--- config.mk ---
export PLATFORM = sky130hd
export DESIGN_NAME = diff_sequencer
export DESIGN_NICKNAME = d
export VERILOG_FILES = /design/src/rtl/diff_sequencer.sv
export SDC_FILE = /design/constraint.sdc
export NUM_CORES = 1
export LEC_CHECK = 0
export CORE_ASPECT_RATIO = 1.5
export CORE_MARGIN = 10
export CORE_UTILIZATION = 42
export DETAILED_ROUTE_END_ITERATION = 10
export PLACE_DENSITY = 0.75
export REMOVE_ABC_BUFFERS = 1
export SYNTH_ARGS = -nofsm -noshare
export SYNTH_HDL_FRONTEND = slang
export SYNTH_SLANG_ARGS = --single-unit
--- constraint.sdc ---
create_clock -name clock -period 2.4 [get_ports clock]
set_input_delay 0.48 -clock clock [delete_from_list [all_inputs] [get_ports clock]]
set_output_delay 0.48 -clock clock [all_outputs]
set_load 0.01 [all_outputs]
--- src/rtl/diff_sequencer.sv ---
// rtl/diff_sequencer.sv - sequencer for a single-channel first-difference datapath
//
// Accepts samples on a valid/ready input stream and drives the external
// difference datapath's hold/reset so its sample buffer advances only on
// accepted samples. The first sample of every run only primes the buffer;
// every later accepted sample produces one registered difference on the
// output stream, which supports backpressure.
//
// Optional feature: define DIFF_SEQ_OVF_EN to build the signed-overflow
// monitor (shadow register + sticky ovf). Without it ovf is tied to 0.
//
// Ports:
//   clock, reset       rising-edge clock, synchronous active-high reset
//   enable             level-sensitive run request
//   in_valid/in_ready  input sample handshake, in_data sample
//   out_valid/out_ready output difference handshake, out_data difference
//   diff_data_in       to datapath Data_in (mirrors in_data)
//   diff_data_out      from datapath Data_out (Data_in - buffer)
//   diff_hold          to datapath hold (buffer loads when 0)
//   diff_reset         to datapath reset (one-cycle pulse in FLUSH)
//   busy               state is not IDLE
//   diff_count         number of differences emitted (wraps)
//   ovf                sticky signed-overflow flag

module diff_sequencer #(
  parameter int WORD_SIZE = 8,
  parameter int CNT_WIDTH = 16
) (
  input  logic                 clock,
  input  logic                 reset,
  input  logic                 enable,
  input  logic                 in_valid,
  output logic                 in_ready,
  input  logic [WORD_SIZE-1:0] in_data,
  output logic                 out_valid,
  input  logic                 out_ready,
  output logic [WORD_SIZE-1:0] out_data,
  output logic [WORD_SIZE-1:0] diff_data_in,
  input  logic [WORD_SIZE-1:0] diff_data_out,
  output logic                 diff_hold,
  output logic                 diff_reset,
  output logic                 busy,
  output logic [CNT_WIDTH-1:0] diff_count,
  output logic                 ovf
);

  typedef enum logic [2:0] {
    IDLE  = 3'd0,
    FLUSH = 3'd1,
    PRIME = 3'd2,
    RUN   = 3'd3,
    DRAIN = 3'd4
  } state_t;

  localparam logic [CNT_WIDTH-1:0] CNT_ONE = {{(CNT_WIDTH-1){1'b0}}, 1'b1};

  state_t state;
  logic   accept;

  // in_ready depends on out_ready in RUN so a word can be taken and replaced
  // on the same edge without a bubble; it therefore cannot be registered.
  always_comb begin
    in_ready = 1'b0;
    case (state)
      PRIME:   in_ready = 1'b1;
      RUN:     in_ready = enable & (~out_valid | out_ready);
      default: in_ready = 1'b0;
    endcase
  end

  assign accept       = in_valid & in_ready;
  assign diff_data_in = in_data;
  // The buffer moves only on an accepted sample; FLUSH holds it while the
  // datapath reset clears it, so hold=0 and reset=1 never coincide.
  assign diff_hold    = ((state == PRIME) || (state == RUN)) ? ~accept : 1'b1;
  assign diff_reset   = (state == FLUSH);
  assign busy         = (state != IDLE);

  always_ff @(posedge clock) begin
    if (reset) begin
      state      <= IDLE;
      out_valid  <= 1'b0;
      out_data   <= '0;
      diff_count <= '0;
    end else begin
      // Output register: a new difference wins over the consumer taking the
      // old one, which gives back-to-back throughput.
      if ((state == RUN) && accept) begin
        out_data   <= diff_data_out;
        out_valid  <= 1'b1;
        diff_count <= diff_count + CNT_ONE;
      end else if (out_valid && out_ready) begin
        out_valid <= 1'b0;
      end

      case (state)
        IDLE: begin
          if (enable) state <= FLUSH;
        end
        FLUSH: begin
          state <= PRIME;
        end
        PRIME: begin
          if (accept)       state <= RUN;
          else if (!enable) state <= IDLE;
        end
        RUN: begin
          // in_ready already carries enable, so no accept can race this exit.
          if (!enable) state <= DRAIN;
        end
        DRAIN: begin
          if (!out_valid || out_ready) state <= IDLE;
        end
        default: begin
          state <= IDLE;
        end
      endcase
    end
  end

`ifdef DIFF_SEQ_OVF_EN
  logic [WORD_SIZE-1:0] shadow;
  logic [WORD_SIZE-1:0] shadow_diff;

  // Recomputed locally so the flag does not depend on the datapath timing.
  assign shadow_diff = in_data - shadow;

  always_ff @(posedge clock) begin
    if (reset) begin
      shadow <= '0;
      ovf    <= 1'b0;
    end else if (state == FLUSH) begin
      shadow <= '0;
      ovf    <= 1'b0;
    end else begin
      if (accept) shadow <= in_data;
      // Signed overflow: operands of opposite sign and result sign differs
      // from the minuend.
      if ((state == RUN) && accept &&
          (in_data[WORD_SIZE-1] != shadow[WORD_SIZE-1]) &&
          (shadow_diff[WORD_SIZE-1] != in_data[WORD_SIZE-1])) begin
        ovf <= 1'b1;
      end
    end
  end
`else
  assign ovf = 1'b0;
`endif

endmodule

==> results of run 1 <==
[critical path, stage by stage]
cell and delay (ps):
clkdlybuf4s50_1 480, nand2b_1 160, a21oi_2 80, nor3b_2 180, nand2_1 70, dlygate4sd2_1 280
[where the power goes]
group	total, mW	switching, mW	internal (mW)
combinational	0.0965	0.0421	0.0544
clock	0.365	0.142	0.223
sequential	0.480	0.0101	0.470
[metal layers]
| layer | vias up | GRT usage, % | part of all wire [%] |
|---|---|---|---|
| met2 | 37 | 21.0 | 54 |
| met5 | - | 0 | 0 |
| met3 | 2 | 4.84 | 8.3 |
| met1 | 631 | 11.4 | 38 |
| met4 | 0 | 4.12 | 0.64 |
| li1 | 671 | - | - |
[synthesized netlist by cell type]
library cell / count
nor3_1: 2
a21oi_1: 24
o31a_1: 1
nand2b_4: 1
inv_1: 4
o31ai_1: 8
o21ba_2: 1
xnor2_1: 2
ha_1: 1
or3_1: 3
o22ai_1: 1
buf_1: 1
clkbuf_1: 5
or4_1: 9
nor3b_1: 2
nor4_1: 2
mux2_2: 2
and4_1: 3
nor2_1: 7
buf_6: 2
conb_1: 1
o21bai_1: 1
or3_4: 1
buf_2: 1
buf_4: 9
dfxtp_1: 28
o21ai_0: 3
a221oi_1: 1
a31oi_1: 1
nand2b_1: 3
nand4_1: 2
nor2b_1: 3
and2_1: 1
nand3_1: 7
nand2_1: 27
[how the worst min path moves through the flow]
stage / start / endpoint / slack, ps / cells past startpoint
5_1_grt: out_data[7] / out_data[7] / 490 / 2
6_report: out_data[2] / out_data[2] / 470 / 2
3_5_place_dp: out_data[4] / out_data[4] / 450 / 2
3_3_place_gp: out_data[6] / out_data[6] / 440 / 2
2_1_floorplan: out_data[0] / out_data[0] / 470 / 2
4_1_cts: out_data[2] / out_data[2] / 470 / 2
[kinds of logic after synthesis]
| group | synth area share [%] |
|---|---|
| xor+xnor | 1.26 |
| simple gates | 28.4 |
| mux | 1.62 |
| buf+inv | 9.57 |
| flops | 40.4 |
| other cells | 0.270 |
| fa+ha+maj | 0.902 |
| compound gates | 17.5 |
[metrics by stage]
stage	cell area [um2]	worst slack, ps	std cells	power (mW)
2_1_floorplan	1270	604	152	0.525
3_3_place_gp	1810	-58.0	244	0.586
3_5_place_dp	1810	-108	244	0.588
4_1_cts	1890	190	248	0.947
5_1_grt	1890	103	248	0.977
6_report	1890	203	248	0.941
[area by class of cell]
cell class	count	area, um2	share of cell area [%]
Sequential cell	28	561	29.7
Multi-Input combinational cell	120	702	37.2
Timing Repair Buffer	52	490	26.0
Tap cell	40	50.0	2.65
Inverter	4	15.0	0.795
Clock inverter	1	30.0	1.59
Clock buffer	3	41.3	2.19
[state kept, by name, summed over array words and instances (netlist names)]
signal and cells:
state 3, out_valid 1, out_data 8, diff_count 16
[layout by cell type (no fill, tap or decap), drive strengths merged, types with 2 or more instances in the layout]
master,count
xnor2,2
dfxtp,28
nor3b,2
clkdlybuf4s50,39
dlygate4sd2,2
inv,4
nand4,2
mux2,2
and4,3
buf,11
nand3,7
nand2b,4
nand2,27
o21ai,3
nor2,7
nor2b,3
or4,9
o31ai,8
nor3,2
nor4,2
or3,4
clkbuf,3
a21oi,24
==> out/qor.yml, run 1 <==
netlist_instances: 170
htreeDepth: 1
die_w_um: 66.9
yosysWarnings: 0
syn_area_um2: 1390
crit_path_end: "diff_hold"
fillerInstances: 289
cts_resized: 4
gp_congestion: 0.743
worstMarginPinSlew_ps: 526
finalCritPeriodShare_pct: 91.6
worstPathArrival_ps: 1720
p_leak_nw: 0.617
grt_pass1_vias: 1384
grt_remaining_overflow: 0
track_usage_pct: 11.7
tns_ps: 0
ys_ff_latch: 28
cap_viol_max_count: 0
vias: 1341
worstHoldPathType: "register to register"
clock.fmax_mhz: 455
cts.clk_slew.worst_paths_ps: 90
antenna_found_initial: 0
path_max_fanout: 2
syn_area_per_cell_um2: 8.15
core_um2: 3160
worst-setup-path-type: "input port to output port"
die-area_um2: 6050
drive_gt1_share_pct: 10.6
start_util_pct: 43.9
ant_nets: 0
power_per_cell_area_nw_per_um2: 498
clockBufferDepth: 2
detail_route.iter0.violations: 53
die_h_um: 90.4
maxSlewHeadroom_pct: 64.9
antenna_cells: 0
finalSetupViolations: 0
r2r-end: "diff_count[8]"
post_cts_buffers: 0
cts-root-buf: "clkbuf_8"
final.setup_skew_ps: 1.95
port_buffers: 41
status: "completed"
yosys.area.top_type: "dfxtp_1"
period_needed_ps: 2200
worstPathRequired_ps: 1920
seq_area_frac_synth_pct: 40.4
wl_per_cell_um: 14.5
final_util_pct: 59.8
cts_sinks: 28
synth.area.top_cells: "dfxtp_1, a21oi_1, nand2_1"
critPathLaunchType: "input port"
rrSetupSlack_ps: 480
dp_hpwl_um: 2790
layout.nets: 231
end_kind: "output port"
viasPerCell: 5.41
cts_made_buffers: 3
r2r-start: "diff_count[1]"
timing.hold.ws_ps: 472
grt_max_degree: 19
clkLatencyLatePin_ps: 270
drv_slew: 0
wirelength_um: 3590
vdd_drop_max_mv: 0.335
firstDrtPassIters: 4
hold_viol_final: 0
critPathLaunch: "out_ready"
hold_buffers: 0
grt_pass1_wl_um: 5970
rsz0062_at_grt: "no"
rows: 25
synth_top_area_share_pct: 40.4
cts_tree: "built"
drc: 0
top_level_ports: 59
synth_cell_types: 35
synthToLayoutAreaGrowth_pct: 36.3
r2r_cells: 5
Note: power is estimated with default switching activity, not from simulation.
==> run 2: changes to the inputs <==
- CORE_ASPECT_RATIO: 1.5 -> not set
- GPL_ROUTABILITY_DRIVEN: not set -> 0
==> run 2 against run 1 <==
Against the previous run:
- flip-flop and latch count is the same
- maximum frequency about the same
- power down 13%
- clock power decreased by 35%
- non-clock buffer count shrank 2
- count of clock-buffer cells in the layout is 1 higher
- final cell count grew 0.81%
- critical endpoint unchanged
- largest cell class unchanged
==> out/qor.yml, run 2 (synthesis results as in run 1) <==
antenna_found_initial: 0
crit_cells: 6
die_w_um: 77.5
dpl-instance-area_um2: 1800
grt_pass1_wl_um: 6200
wirelength_um: 3690
antenna_cells: 0
critPathBufInv: 2
rows: 20
clkLatencyLatePin_ps: 340
mostFrequentLayoutCell: "clkdlybuf4s50_1"
top_level_ports: 59
start_util_pct: 44.7
maxSlewHeadroom_pct: 58.9
r2r-start: "state[1]"
grt_pass1_vias: 1361
clockBufferDepth: 2
post_cts_buffers: 0
die-area_um2: 6000
core_um2: 3100
drive_gt1_share_pct: 9.22
cts_made_buffers: 3
htreeDepth: 1
worst-setup-path-type: "input port to output port"
clock.fmax_mhz: 455
drv_slew: 0
rsz0062_at_grt: "no"
worstHoldStart: "out_data[7]"
crit_family: "buffers and inverters"
r2r-end: "diff_count[15]"
path_max_fanout: 2
period_needed_ps: 2200
slowest_delay_ps: 480
synthToLayoutAreaGrowth_pct: 32.8
hold_buffers: 0
power_per_cell_area_nw_per_um2: 444
cts_resized: 3
cts_sinks: 28
firstDrtPassIters: 4
worstHoldPathType: "register to register"
fillerInstances: 308
viasPerCell: 5.50
rrSetupSlack_ps: 440
p_leak_nw: 0.594
die_h_um: 77.5
cts.clk_slew.worst_paths_ps: 140
top_regs: "diff_count: 16 flops, out_data: 8 flops, state: 3 flops"
worstPathArrival_ps: 1720
crit_chain: "clkdlybuf4s50_1, nand2b_1, a21oi_1, nor3b_2, nand2_1, dlygate4sd2_1"
end_kind: "output port"
grt_max_degree: 21
fin_area_um2: 1840
wl_per_cell_um: 14.8
grt_remaining_overflow: 0
cts-root-buf: "clkbuf_4"
finalCritPeriodShare_pct: 91.5
finalSetupViolations: 0
r2r_cells: 4
multi_input_area_um2: 698
largest_register_ffs: 16
mostFrequentLayoutCells: "clkdlybuf4s50_1, dfxtp_1, nand2_1, a21oi_1"
regArea_um2: 561
ant_nets: 0
hold_viol_final: 0
dp_hpwl_um: 2780
critPathLaunch: "out_ready"
worstPathRequired_ps: 1920
fin_cells: 250
largest-register: "diff_count"
worstMarginPinSlew_ps: 615
cap_viol_max_count: 0
layout.nets: 229
final_util_pct: 59.3
final.setup_skew_ps: 16.0
critPathLaunchType: "input port"
drc: 0
port_buffers: 41
status: "completed"
min_path_cells: 2
vias: 1375
cts_tree: "built"
vdd_drop_max_mv: 0.320
cp_slowest_cell: "clkdlybuf4s50_1"
detail_route.iter0.violations: 97
crit_path_end: "diff_hold"
track_usage_pct: 12.0
placed_cells: 246
run 2: stage by stage:
stage | setup TNS [ps] | setup WS, ps | total power, mW | hold slack, ps
floorplan | 0 | 604 | 0.525 | 474
global placement | -83.0 | -53.6 | 0.584 | 442
detailed placement | -113 | -66.1 | 0.587 | 448
CTS | 0 | 203 | 0.818 | 464
global route | 0 | 94.8 | 0.851 | 493
finish | 0 | 205 | 0.816 | 465
run 2: report_power, final:
group          total, mW  switching [mW]  internal [mW]
sequential         0.481          0.0101          0.471
clock              0.239           0.146         0.0929
combinational     0.0965          0.0435         0.0530
total              0.816           0.200          0.617
run 2: layout make-up:
cell class,instances,area share (%)
clock buffers,4,1.97
inverters,4,0.816
multi-input cells,120,37.9
flip-flops and latches,28,30.5
well taps,44,2.99
repair buffers,50,25.8
run 2: how the worst min path moves through the flow:
stage	slack, ps	endpoint
after floorplan	470	out_data[0]
after global placement	440	out_data[7]
after detailed placement	450	out_data[7]
after CTS	460	out_data[7]
after global routing	490	out_data[1]
final	470	out_data[7]
run 2: worst register-to-register path, stage by stage, from the launching register on:
cell     delay (ps)
dfxtp_1         530
nand3_1         170
or3_4           470
nor4_1          330
mux2_2          360
run 2: per-layer routing:
layer	vias to the layer above	GRT usage, %	part of all wire (%)
met1	646	12.2	39
met2	51	21.6	50
li1	672	-	-
met4	0	3.47	1.2
met5	-	0	0
met3	6	5.30	9.6
==> run 3: changes to the inputs <==
- ABC_AREA: not set -> 1
- CORE_UTILIZATION: 42 -> 43
- HOLD_SLACK_MARGIN: not set -> 0.12
- SETUP_SLACK_MARGIN: not set -> 0.02
==> run 3 against run 2 <==
Against the previous run:
- sequential power is 7.7% higher
- synthesized area is 7.7% higher
- clock skew is 7.1 ps lower
- critical path type is now register to output port
- flip-flop and latch count stayed put
- final cell count is 24% higher
==> out/qor.yml, run 3 <==
worst-setup-path-type: "register to output port"
die_h_um: 78.9
antenna_cells: 0
mostFrequentLayoutCell: "nand2_1"
synth.area.top_cells: "dfxtp_1, nand2_1, nor2_1"
finalCritPeriodShare_pct: 92.1
drc: 0
period_needed_ps: 2210
synth_enable_flop_cells: 0
final.setup_skew_ps: 8.94
worstPathRequired_ps: 1920
cp_slowest_cell: "clkdlybuf4s50_1"
critPathBufInv: 2
seq_area_frac_synth_pct: 37.6
port_buffers: 41
yosysWarnings: 0
die_w_um: 78.9
detail_route.iter0.violations: 42
dp_hpwl_um: 2830
cts-root-buf: "clkbuf_4"
pwr-share-clk_pct: 19.7
rsz0062_at_grt: "no"
cap_viol_max_count: 0
synth_ff_type: "dfxtp_1"
syn_area_per_cell_um2: 6.55
largest_register_ffs: 16
finalSetupViolations: 0
cts_sinks: 28
grt_pass1_wl_um: 6310
p_leak_nw: 0.692
critPathLaunchType: "register"
ys_ff_latch: 28
wirelength_um: 3650
htreeDepth: 1
worstPathArrival_ps: 1730
top_level_ports: 59
worstHoldPathType: "register to register"
yosys.area.top_type: "dfxtp_1"
rows: 21
top_regs: "diff_count: 16 flops, out_data: 8 flops, state: 3 flops"
track_usage_pct: 12.1
clock.fmax_mhz: 452
drive_gt1_share_pct: 6.79
switchingPower_mw: 0.314
yosysMostFrequentCell: "nand2_1"
ant_nets: 0
core_um2: 3340
grt_remaining_overflow: 0
slowest_delay_ps: 590
netlist_instances: 228
antenna_found_initial: 0
path_max_fanout: 6
synthToLayoutAreaGrowth_pct: 30.0
synth_top_area_share_pct: 37.6
crit_chain: "inv_1, nor3_1, clkdlybuf4s50_1"
cts.clk_slew.worst_paths_ps: 150
vias: 1507
tns_ps: 0
layout.nets: 289
pwr-share-comb_pct: 28.1
wl_per_cell_um: 11.7
mostFrequentLayoutCells: "nand2_1, clkdlybuf4s50_1, nor2_1, dfxtp_1, a21oi_1"
syn_area_um2: 1490
p_seq_share_pct: 52.2
synth_common_cells: "nand2_1, nor2_1, dfxtp_1"
status: "completed"
die-area_um2: 6230
firstDrtPassIters: 4
end_kind: "output port"
power_per_cell_area_nw_per_um2: 511
grt_max_degree: 21
drv_slew: 0
viasPerCell: 4.85
switching_share_pct: 31.6
cts_tree: "built"
crit_family: "buffers and inverters"
synth_cell_types: 24
pre_cts_ws_ps: 79.5
grt_pass1_vias: 1472
setup_ws_ps: 189
cts_made_buffers: 3
p_int_mw: 0.679
fillerInstances: 340
hold_viol_final: 0
clkLatencyLatePin_ps: 330
clockBufferDepth: 2
hold_buffers: 0
vdd_drop_max_mv: 0.367
start_util_pct: 44.7
largest-register: "diff_count"
ys_async_sr_fraction_pct: 0
[run 3: power by group through the flow]
stage,clock [mW],sequential [mW],combinational (mW)
6_report,0.195,0.518,0.279
2_1_floorplan,0,0.525,0.152
5_1_grt,0.220,0.522,0.313
4_1_cts,0.206,0.519,0.287
3_5_place_dp,0,0.528,0.287
3_3_place_gp,0,0.528,0.283
[run 3: tightest hold or removal path, delay by kind of cell, from the launching register on]
kind | cells | cell delay (ps)
and+or+nand+nor | 1 | 60
DFF | 1 | 330
AOI/OAI and AO/OA | 1 | 50
[run 3: what timing repair did]
item | 4_1_cts | 5_1_grt
buffers inserted | 0 | 0
endpoints found under the setup margin | 0 | 2
resized for setup | 0 | 2
hold endpoints to repair | 0 | 0
[run 3: cell families (layout without fill, tap and decap cells)]
| family | count (synthesis) | count (layout) | synth area share (%) |
|---|---|---|---|
| buf+inv | 33 | 70 | 11.7 |
| fa+ha+maj | 1 | 1 | 0.838 |
| flops | 28 | 28 | 37.6 |
| other cells | 1 | 1 | 0.251 |
| compound gates | 33 | 33 | 11.6 |
| simple gates | 129 | 129 | 36.3 |
| xor+xnor | 3 | 3 | 1.76 |
[run 3: layer usage]
metal / GRT usage [%] / up-vias / routed length, um
met5: 0 / - / 0
met4: 3.41 / 0 / 53
met3: 7.55 / 8 / 407
met2: 20.1 / 54 / 1680
met1: 12.4 / 655 / 1520
li1: - / 790 / -
[run 3: through the flow]
stage / instance area (um2) / hold WS (ps) / power [mW] / utilization [%] / std cells
2_1_floorplan: 1390 / 484 / 0.677 / - / 213
3_3_place_gp: 1910 / 451 / 0.811 / 57.3 / 308
3_5_place_dp: 1910 / 457 / 0.815 / 57.3 / 308
4_1_cts: 1940 / 475 / 1.01 / 58.0 / 311
5_1_grt: 1940 / 491 / 1.05 / 58.2 / 311
6_report: 1940 / 471 / 0.993 / 58.2 / 311
[run 3: worst paths after layout]
check	start	end	slack [ps]	depth (start not counted)
worst max-delay path	state[0]	diff_reset	190	3
worst min-delay path	out_data[0]	out_data[0]	470	2
worst max register to register	diff_count[0]	diff_count[10]	840	7
worst min register to register	out_data[0]	out_data[0]	470	2
[run 3: area by class of cell]
class	instances	area, um2	area share, %
repair buffers	49	475	24.5
well taps	46	57.6	2.97
flip-flops and latches	28	561	28.9
multi-input cells	167	757	39.0
clock buffers	3	22.5	1.16
inverters	18	67.6	3.48
==> edit: new RTL, flow settings as in run 1 <==
Re-encode `state_t` (5 states) as one-hot, 5 bits wide.
--- a/src/rtl/diff_sequencer.sv
+++ b/src/rtl/diff_sequencer.sv
@@ -44,12 +44,12 @@
   output logic                 ovf
 );
 
-  typedef enum logic [2:0] {
-    IDLE  = 3'd0,
-    FLUSH = 3'd1,
-    PRIME = 3'd2,
-    RUN   = 3'd3,
-    DRAIN = 3'd4
+  typedef enum logic [4:0] {
+    IDLE  = 5'b00001,
+    FLUSH = 5'b00010,
+    PRIME = 5'b00100,
+    RUN   = 5'b01000,
+    DRAIN = 5'b10000
   } state_t;
 
   localparam logic [CNT_WIDTH-1:0] CNT_ONE = {{(CNT_WIDTH-1){1'b0}}, 1'b1};
Check against the original RTL: same outputs for any inputs over 10 cycles, from zero or initial values and one cycle with reset high; not proved beyond that.
==> edit against run 1 <==
- global-route usage down 0.39 points
- sequential cell count up 2
- area after synthesis grew 12%
- worst setup slack better by 0.070 ns
- wire length is 1.7% lower
- critical path depth shrank 1
- count of clock-buffer cells in the layout up 4
- clock skew rose by 0.0039 ns
- register-to-register slack gained 0.13 ns
- total power is 17% higher
- design area increased by 9.5%
==> edit: results (changes against run 1) <==
Clk pin slew, worst setup/hold paths=0.06 ns (-0.03 ns); Synth Area in Adders=0.807% (-0.095 points); initial drt markers=92 (+74%); biggest regs=diff_count x16, out_data x8, state x5; global-route wire length before repair=6260 um (+4.9%); worst-margin pin slew=0.667 ns (+0.141 ns); fill cell count=326 (+13%); Inserted Clock Buffers=5 (+2); vias in the first global route=1389 (+0.36%); Leak=0.801 nW (+30%); ratio of cells with drive above 1 in the final layout=15.1% (+4.5 points); Nets=240 (+3.9%); seq_cells=30 (+7.1%); xor/xnor share of the synthesized area=0.565% (-0.70 points); pre-CTS setup slack=-0.0155 ns (+0.0927 ns); Layout Skew=0.00583 ns (+0.00388 ns); outcome=complete, no violations; per-cell routed wire length=13.5 um (-6.9%); router iterations before antenna repair=6 (+2); synth unique cells=43 (+23%); placed cell area=0.00197 sq mm (+8.9%); H-tree Lvls=2 (+1); register area=601 sq um (+7.1%); #MultiIn Comb=125 (+4.2%); ClkCell Share=4.41% (+0.64 points); synth top area cells=dfxtp_1 (39%), mux2i_1 (5.8%), mux2_2 (5.1%); switching fraction of total power=24.9% (+4.2 points); Non-clock buffers=51 (-1.9%); GRT Overall Usage=11.3% (-0.39 points); clock tree buffer depth=2 (unchanged); synth cell count leaders=dfxtp_1 (30), nor2_1 (20), a21oi_1 (11), buf_4 (10), mux2i_1 (9); maximum vdd drop=0.000398 V (+19%); Routed WL=3530 um (-1.7%); Rows=27 (+8.0%); Pint=0.829 mW (+11%); sequential cell area fraction in the yosys report=38.7% (-1.7 points); mux cell area share after synthesis=10.9% (+9.3 points); pin count of the biggest net entering global routing=21 (+2); routability cong.=0.801 (+7.8%); Comb power frac=15.6% (+5.3 points); largest stage delay on the critical path=0.46 ns (-0.02 ns); signal buffers share of area=23.5% (-2.4 points)
[edit: cell count changes in the layout (fill, tap and decap cells not counted), sizes merged, moves of 6 or more]
cell / before / now
a21oi: 24 / 11
nand2: 27 / 9
or4: 9 / 3
nor2: 7 / 20
mux2i: 0 / 9
[edit: what timing repair did]
action,CTS,global route
endpoints found under the setup margin,1,1
gates cloned,0,0
hold buffers,0,0
gates resized for setup,1,2
setup buffers,0,0
[edit: metal layers]
layer / GRT usage, % / up-vias / wire, um
li1: - / 706 / -
met1: 11.7 / 636 / 1410
met2: 18.3 / 45 / 1700
met3: 6.82 / 6 / 357
met4: 4.88 / 0 / 55
met5: 0 / - / 0
[edit: final timing paths]
check                      from        endpoint  slack [ns]  cells after the start
hold / removal    diff_count[7]   diff_count[7]        0.49                      2
setup / recovery      out_ready        in_ready        0.27                      5
hold reg to reg   diff_count[7]   diff_count[7]        0.49                      2
setup reg to reg       state[0]  diff_count[13]        0.61                      5
